==> config.mk <==
export PLATFORM = sky130hd
export DESIGN_NAME = branch_predictor_bimodal
export DESIGN_NICKNAME = d
export VERILOG_FILES = /design/src/rtl/branch_predictor_bimodal.sv
export SDC_FILE = /design/constraint.sdc
export NUM_CORES = 1
export LEC_CHECK = 0
export CORE_AREA = 4 4 282 284
export DETAILED_ROUTE_END_ITERATION = 7
export DIE_AREA = 0 0 286 288
export GPL_TIMING_DRIVEN = 0
export PLACE_DENSITY = 0.81
export RECOVER_POWER = 100
export SKIP_CTS_REPAIR_TIMING = 1
export SLEW_MARGIN = 30
export SYNTH_ARGS = -nofsm -noshare
export SYNTH_HDL_FRONTEND = slang
export SYNTH_SLANG_ARGS = --single-unit
export TNS_END_PERCENT = 1
==> constraint.sdc <==
create_clock -name iCLOCK -period 15.48 [get_ports iCLOCK]
set_input_delay 3.87 -clock iCLOCK [delete_from_list [all_inputs] [get_ports iCLOCK]]
set_output_delay 3.87 -clock iCLOCK [all_outputs]
set_load 0.01 [all_outputs]
==> src/rtl/branch_predictor_bimodal.sv <==
// branch_predictor_bimodal: tagged direct-mapped BTB with 2-bit counters and a sequential clear engine.
// Optional BRANCH_PREDICTOR_BYPASS_EN forwards a same-cycle update to the search read path.
module branch_predictor_bimodal #(
  parameter int P_ENTRY_N = 16,
  parameter int P_INDEX_W = 4
) (
  input  logic        iCLOCK,
  input  logic        inRESET,
  input  logic        iRESET_SYNC,
  input  logic        iFLUSH,
  input  logic        iSEARCH_STB,
  input  logic [31:0] iSEARCH_INST_ADDR,
  input  logic        iSEARCH_LOCK,
  output logic        oSEARCH_VALID,
  output logic        oSEARCH_HIT,
  output logic        oSEARCH_PREDICT_BRANCH,
  output logic [31:0] oSEARCH_ADDR,
  input  logic        iJUMP_STB,
  input  logic        iJUMP_HIT,
  input  logic [31:0] iJUMP_ADDR,
  input  logic [31:0] iJUMP_INST_ADDR,
  output logic        oBUSY
);
  localparam int TW = 30 - P_INDEX_W;
  typedef enum logic {CLEAR, IDLE} state_t;
  state_t state, state_n;
  logic [P_INDEX_W-1:0] clr_idx, clr_idx_n, j_idx, s_idx, w_idx;
  logic [TW-1:0] j_tag, s_tag, w_tag, r_tag;
  logic [29:0] w_target, r_target;
  logic [1:0] j_cnt, w_cnt, r_cnt;
  logic tbl_valid [P_ENTRY_N];
  logic [TW-1:0] tbl_tag [P_ENTRY_N];
  logic [29:0] tbl_target [P_ENTRY_N];
  logic [1:0] tbl_cnt [P_ENTRY_N];
  logic clear_req, j_hit, upd, we, w_valid, r_valid, s_hit, unused_bits;
  assign unused_bits = ^{iJUMP_ADDR[1:0], iSEARCH_INST_ADDR[1:0], iJUMP_INST_ADDR[1:0]};
  assign clear_req = iRESET_SYNC || iFLUSH;
  assign oBUSY = state == CLEAR;
  always_ff @(posedge iCLOCK or negedge inRESET)
    if (!inRESET) begin
      state <= CLEAR;
      clr_idx <= '0;
    end else begin
      state <= state_n;
      clr_idx <= clr_idx_n;
    end
  always_comb begin
    state_n = state;
    clr_idx_n = clr_idx;
    if (clear_req) begin
      state_n = CLEAR;
      clr_idx_n = '0;
    end else if (state == CLEAR) begin
      clr_idx_n = clr_idx + 1'b1;
      state_n = (clr_idx == P_INDEX_W'(P_ENTRY_N - 1)) ? IDLE : CLEAR;
    end
  end
  assign j_idx = iJUMP_INST_ADDR[P_INDEX_W+1:2];
  assign j_tag = iJUMP_INST_ADDR[31:P_INDEX_W+2];
  assign j_cnt = tbl_cnt[j_idx];
  assign j_hit = tbl_valid[j_idx] && tbl_tag[j_idx] == j_tag;
  // A not-taken miss leaves the table untouched.
  assign upd = state == IDLE && iJUMP_STB && !clear_req && (j_hit || iJUMP_HIT);
  always_comb begin
    we = state == CLEAR || upd;
    w_idx = state == CLEAR ? clr_idx : j_idx;
    w_valid = state != CLEAR;
    w_tag = state == CLEAR ? '0 : j_tag;
    w_target = state == CLEAR ? '0 : iJUMP_HIT ? iJUMP_ADDR[31:2] : tbl_target[j_idx];
    w_cnt = state == CLEAR ? 2'b01 : !j_hit ? 2'b10 :
            iJUMP_HIT ? (j_cnt == 2'b11 ? j_cnt : j_cnt + 2'd1) :
                        (j_cnt == 2'b00 ? j_cnt : j_cnt - 2'd1);
  end
  always_ff @(posedge iCLOCK)
    if (we) begin
      tbl_valid[w_idx] <= w_valid;
      tbl_tag[w_idx] <= w_tag;
      tbl_target[w_idx] <= w_target;
      tbl_cnt[w_idx] <= w_cnt;
    end
  assign s_idx = iSEARCH_INST_ADDR[P_INDEX_W+1:2];
  assign s_tag = iSEARCH_INST_ADDR[31:P_INDEX_W+2];
`ifdef BRANCH_PREDICTOR_BYPASS_EN
  logic byp;
  assign byp = upd && w_idx == s_idx;
  assign r_valid = byp ? w_valid : tbl_valid[s_idx];
  assign r_tag = byp ? w_tag : tbl_tag[s_idx];
  assign r_target = byp ? w_target : tbl_target[s_idx];
  assign r_cnt = byp ? w_cnt : tbl_cnt[s_idx];
`else
  assign r_valid = tbl_valid[s_idx];
  assign r_tag = tbl_tag[s_idx];
  assign r_target = tbl_target[s_idx];
  assign r_cnt = tbl_cnt[s_idx];
`endif
  assign s_hit = r_valid && r_tag == s_tag;
  always_ff @(posedge iCLOCK or negedge inRESET)
    if (!inRESET) begin
      oSEARCH_VALID <= 1'b0;
      oSEARCH_HIT <= 1'b0;
      oSEARCH_PREDICT_BRANCH <= 1'b0;
      oSEARCH_ADDR <= '0;
    end else if (iRESET_SYNC) begin
      oSEARCH_VALID <= 1'b0;
      oSEARCH_HIT <= 1'b0;
      oSEARCH_PREDICT_BRANCH <= 1'b0;
      oSEARCH_ADDR <= '0;
    end else if (!iSEARCH_LOCK || iFLUSH) begin
      oSEARCH_VALID <= iSEARCH_STB && state == IDLE && !iFLUSH;
      oSEARCH_HIT <= s_hit;
      oSEARCH_PREDICT_BRANCH <= s_hit && r_cnt[1];
      oSEARCH_ADDR <= s_hit ? {r_target, 2'b00} : '0;
    end
endmodule

======== After elaboration in Yosys (flattened, before gate mapping) ========
Memories as Yosys holds them, arrays and structs flattened.
Cells that the tools add are included.
word-level totals
  memories kept ........................... 4
  output and inout port bits .............. 36
  register bits ........................... 40
  bits in writable memories ............... 944
  input port bits ......................... 104
cells by class
  add/subtract/negate cells ............... 3
  bitwise logic cells ..................... 1
  equal/unequal tests ..................... 5
  reductions and logical operators ........ 17
  mux-type cells .......................... 25
memories
  name        depth  width  rd ports  clocked after memory_dff  wr ports  line  text
  tbl_target  16     30     2         0                         1         33    logic [29:0] tbl_target [P_ENTRY_N];
  tbl_tag     16     26     2         0                         1         32    logic [TW-1:0] tbl_tag [P_ENTRY_N];
  tbl_cnt     16     2      2         0                         1         34    logic [1:0] tbl_cnt [P_ENTRY_N];
  tbl_valid   16     1      2         0                         1         31    logic tbl_valid [P_ENTRY_N];
operators by type and width
  kind                                              number
  two-way mux 32 bit                                3
  two-way mux 30 bit                                2
  == test 26 bit                                    2
  two-way mux 26 bit                                1
  two-way mux 4 bit                                 3
  two-way mux 1 bit                                 11
  two-way mux 2 bit                                 5
  logical AND 1 bit                                 8
  adder 4 x 1 -> 4 bit, second input constant       1
  == test 4 bit, second input constant              1
  logical OR 1 bit                                  4
  zero test 1 bit                                   3
  adder 2 x 1 -> 2 bit, second input constant       1
  == test 2 bit, second input constant              1
  zero test 2 bit                                   1
  != test 2 x 1 -> 1 bit, second input constant     1
  nonzero test 2 bit                                1
  subtractor 2 x 1 -> 2 bit, second input constant  1
  NOT 1 bit                                         1

======== Longest topological paths before layout ========
An unclocked memory read counts as a cell.
  word-level depth ........................ 8
  depth in mapped cells ................... 13
  depth with buffers taken out ............ 8

======== Worst setup path before layout ========
OpenSTA, ideal clock, no wires.
  path kind ............................... input port to flip-flop
  from .................................... input iJUMP_INST_ADDR[2]
  to ...................................... memory tbl_cnt[11][0] (enable)
  library setup time ...................... 0.495 ns
  arrival time ............................ 9.035 ns
  cell stages on the path ................. 12
  path buffers ............................ 6
  required time ........................... 14.985 ns
  slack ................................... 5.950 ns
  cell sequence ........................... buf_4 -> buf_8 -> buf_6 -> buf_6 -> clkbuf_1 -> buf_2 -> mux2i_1 -> xor2_1 -> nand3_1 -> a221oi_1 -> nand4_1 -> a21oi_1
between the ends
  cells in the longest elaborated chain, start to end .. 8
  elaborated cells between the ends (all ways) .. 10
  those cells by class .................... eq/ne: 1; mux: 3; reduce/logical: 4; memory: 2
ends and longest elaborated chain
  what                                     line  text
  start: declaration                       21    input logic [31:0] iJUMP_INST_ADDR,
  memory read (16 x 26 bit)                --
  == test 26 bit                           61    assign j_hit = tbl_valid[j_idx] && tbl_tag[j_idx] == j_tag;
  logical AND 1 bit                        61
  logical OR 1 bit                         63    assign upd = state == IDLE && iJUMP_STB && !clear_req && (j_hit || iJUMP_HIT);
  logical AND 1 bit                        63
  logical OR 1 bit                         65    we = state == CLEAR || upd;
  two-way mux 1 bit                        75    if (we) begin
  two-way mux 1 bit (not written as such)  79    tbl_cnt[w_idx] <= w_cnt;
  end: declaration                         34
Several ways; a longest one is shown, not always the timed one.

======== Final worst setup path ========
  from .................................... input iJUMP_INST_ADDR[3]
  to ...................................... memory tbl_target[6][21] (enable)
between the ends
  cells in the longest elaborated chain, start to end .. 8
  elaborated cells between the ends (all ways) .. 10
  those cells by class .................... eq/ne: 1; mux: 3; reduce/logical: 4; memory: 2
ends and longest elaborated chain
  what                                     line  text
  memory read (16 x 26 bit)                --
  == test 26 bit                           61
  logical AND 1 bit                        61
  logical OR 1 bit                         63
  logical AND 1 bit                        63
  logical OR 1 bit                         65
  two-way mux 1 bit                        75
  two-way mux 1 bit (not written as such)  78    tbl_target[w_idx] <= w_target;
  end: declaration                         33
Several ways; a longest one is shown, not always the timed one.

==> summary.txt <==
Floorplan
  • Die Footprint: 82400 sq um
  • Initial Utilization: 59.5%
  • Num rows: 102
  • Die H: 288 um
  • Core Region: 77100 sq um
  • Die X: 286 um
  • Ports: 140

Setup path
  • CP Data Required Time: 15.78 ns
  • Critical Path Most Common Cell: clkbuf_1
  • Crit-path cells: clkbuf_1 > clkbuf_1 > clkbuf_1 > nor2_1 > a22oi_1 > nand3_1 > xnor2_1 > nand4_1 > nor4_1 > nand4_1 > a21oi_1 > clkbuf_1 > clkbuf_1
  • Critical path fanouts, max: 12
  • Endpoint type of the worst setup path: flip-flop
  • CP Launch Type: input port
  • Worst Path Arrival: 12.82 ns
  • CP Class: in -> reg
  • Slowest Stage Delay on Critical Path: 1.55 ns
  • Slowest stage cell on the critical path: a21oi_1

Placement
  • Final Wtd Congestion: 0.916
  • PortBufs: 122
  • DP HPWL: 97100 um
  • Area after DPL: 50400 sq um

Detailed routing
  • Aggregate routed wire length: 150000 um
  • DRC marker count from the first detailed-route iteration: 5790
  • ANT nets after route: 0
  • Via Count: 28700
  • DR DRC count: 0
  • WL per Instance: 40.6 um
  • Initial DRT Pass Iterations: 7
  • Vias per Instance: 7.78

Status
  • Status: finished, violations left
  • Failing checks: max-capacitance violations, max-slew violations

Cells and area
  • Fin util: 67.6%
  • Post-route cell area: 52100 sq um
  • Layout cells sized above 1: 30.9%
  • Layout area overhead: 13.7%
  • Final nets: 2667
  • Fillers: 4773
  • Most frequent cells in the layout: 944 x edfxtp_1, 528 x mux4_2, 167 x clkbuf_1, 109 x nand2_1, 100 x clkbuf_16
  • Commonest non-fill, non-tap cell in the layout: edfxtp_1

Yosys
  • Syn Area/Cell: 20.4 sq um
  • Top_reg_cell synth: edfxtp_1
  • Register area share after synthesis: 63.9%
  • Post-synth EDFFs: 944
  • Post-synth cell types: 57
  • Share of the synthesized area in the top cell type: 61.9%
  • Synth area leaders: edfxtp_1 62%, mux4_2 26%, dfrtp_1 2.1%
  • Fraction of registers with async set/reset: 3.87%
  • #FFs+latches synth: 982
  • Ys Warns: 0
  • Synthesized cell area: 45800 sq um
  • Cell taking the most area after synthesis: edfxtp_1
  • Post-Synthesis Cells: 2246

Power and ir drop
  • Pleak: 18.0 nW
  • Cell Pwr Density: 113 nW/um^2
  • VDD IR-drop max: 0.0955 mV

Clock tree
  • CTS tree: done
  • Clock Path Buffers: 3
  • TritonCTS Sinks: 982
  • CTS buffer count: 98
  • Clk root buf: clkbuf_16
  • Clock Latency Late Sink: 0.70 ns
  • H-tree Lvls: 3
  • Clk pin slew, worst setup/hold paths: 0.06 ns

STA
  • Final-report max-slew violation count: 143
  • Final hold viol count: 0
  • Final period util: 80.9%
  • F_max: 79.9 MHz
  • Final setup fails: 0
  • Slew @ Worst Pin: 2.74 ns
  • Worst slew margin: -82.9%
  • RSZ-0062 raised after global routing: no
  • Max Clock Skew: 0.0336 ns
  • Min Tclk post-route: 12.52 ns

Global route
  • First-pass GRT wire length: 211000 um
  • Initial antenna violation count: 4
  • Largest net degree at the start of global routing: 39
  • Overall routing resource usage: 36.6%
  • Total congestion overflow: 0
  • Vias in the first global route: 29300

Hold path
  • Worst Hold Class: reg -> reg

Flow run
  • Max-Cap Viols: 10
per-stage QoR:
stage               power, mW  hold slack [ns]  setup slack (ns)  TNS (ns)  cells
global placement         3.40            0.462            -0.257    -41.37   3409
CTS                      5.88            0.485              6.20         0   3676
global route             6.01            0.494              3.17         0   3681
finish                   5.88            0.473              2.96         0   3686
floorplan                3.24            0.514              5.95         0   2247
detailed placement       3.42            0.470              5.52         0   3497
cell usage after synthesis, types with 4 or more instances:
master,instances
a21oi_1,64
o21ai_0,9
nor2b_1,11
inv_1,37
nand4_1,13
buf_6,9
buf_1,23
nand2_1,109
and2_1,30
xor2_1,19
nand3_1,17
edfxtp_1,944
xnor2_1,41
mux2i_1,70
clkbuf_1,67
a221oi_1,6
o22ai_1,7
dfrtp_1,38
nor4_1,6
o21ai_2,29
nor2_1,19
buf_4,12
a22oi_1,14
buf_2,49
mux4_2,528
a31oi_1,4
nor3_1,8
mux2_2,15
mux4_1,4
worst paths after layout:
kind,from,end,slack [ns],cells after the start
max,iJUMP_INST_ADDR[3],tbl_target[6][21],2.96,13
min,oSEARCH_ADDR[5],oSEARCH_ADDR[5],0.47,2
max reg2reg,tbl_tag[0][13],tbl_target[6][21],8.30,10
min reg2reg,oSEARCH_ADDR[5],oSEARCH_ADDR[5],0.47,2
max in group asynchronous,inRESET,oSEARCH_ADDR[23],9.86,1
min in group asynchronous,inRESET,oSEARCH_ADDR[5],4.05,1
sequential cells by signal, summed over array words and instances, names as in the netlist:
register	flops
clr_idx	4
state	1
oSEARCH_PREDICT_BRANCH	1
tbl_tag	416
tbl_valid	16
oSEARCH_ADDR	30
oSEARCH_VALID	1
tbl_target	480
oSEARCH_HIT	1
tbl_cnt	32
routing by layer:
metal / GRT usage (%) / wire length (um) / vias to the layer above
li1: - / - / 10300
met1: 46.6 / 47000 / 14400
met2: 55.5 / 68300 / 3193
met3: 12.0 / 22300 / 801
met4: 22.2 / 11900 / 4
met5: 0 / 38 / -
critical path, delay by kind of cell:
family,cells,cell delay (ns)
buffers and inverters,5,4.27
AND/OR/NAND/NOR,5,2.18
AO/OA/AOI/OAI,2,1.84
XOR/XNOR,1,0.61
final cells by class:
class,instances,area (sq um),share of cell area (%)
Buffer,165,870,1.67
Sequential cell,982,29300,56.2
Timing Repair Buffer,215,1680,3.21
Clock inverter,51,686,1.32
Antenna cell,5,12.5,0.0240
Clock buffer,128,2690,5.16
Inverter,38,143,0.274
Tap cell,1040,1300,2.50
Multi-Input combinational cell,1062,15500,29.7
where the power goes:
group          switching, mW  internal [mW]  total (mW)
sequential            0.0121           2.89        2.91
combinational          0.261          0.199       0.460
clock                   1.05           1.46        2.52
kinds of logic after synthesis:
| group | Yosys count | synth area share [%] |
|---|---|---|
| AO/OA/AOI/OAI | 152 | 2.19 |
| XOR/XNOR | 60 | 1.15 |
| adder cells (fa/ha/maj) | 2 | 0.0491 |
| buffers and inverters | 203 | 2.20 |
| flip-flops | 982 | 63.9 |
| multiplexers | 617 | 28.1 |
| other | 1 | 0.00818 |
| AND/OR/NAND/NOR | 229 | 2.41 |
No activity file was read; power rests on OpenSTA's default activity.
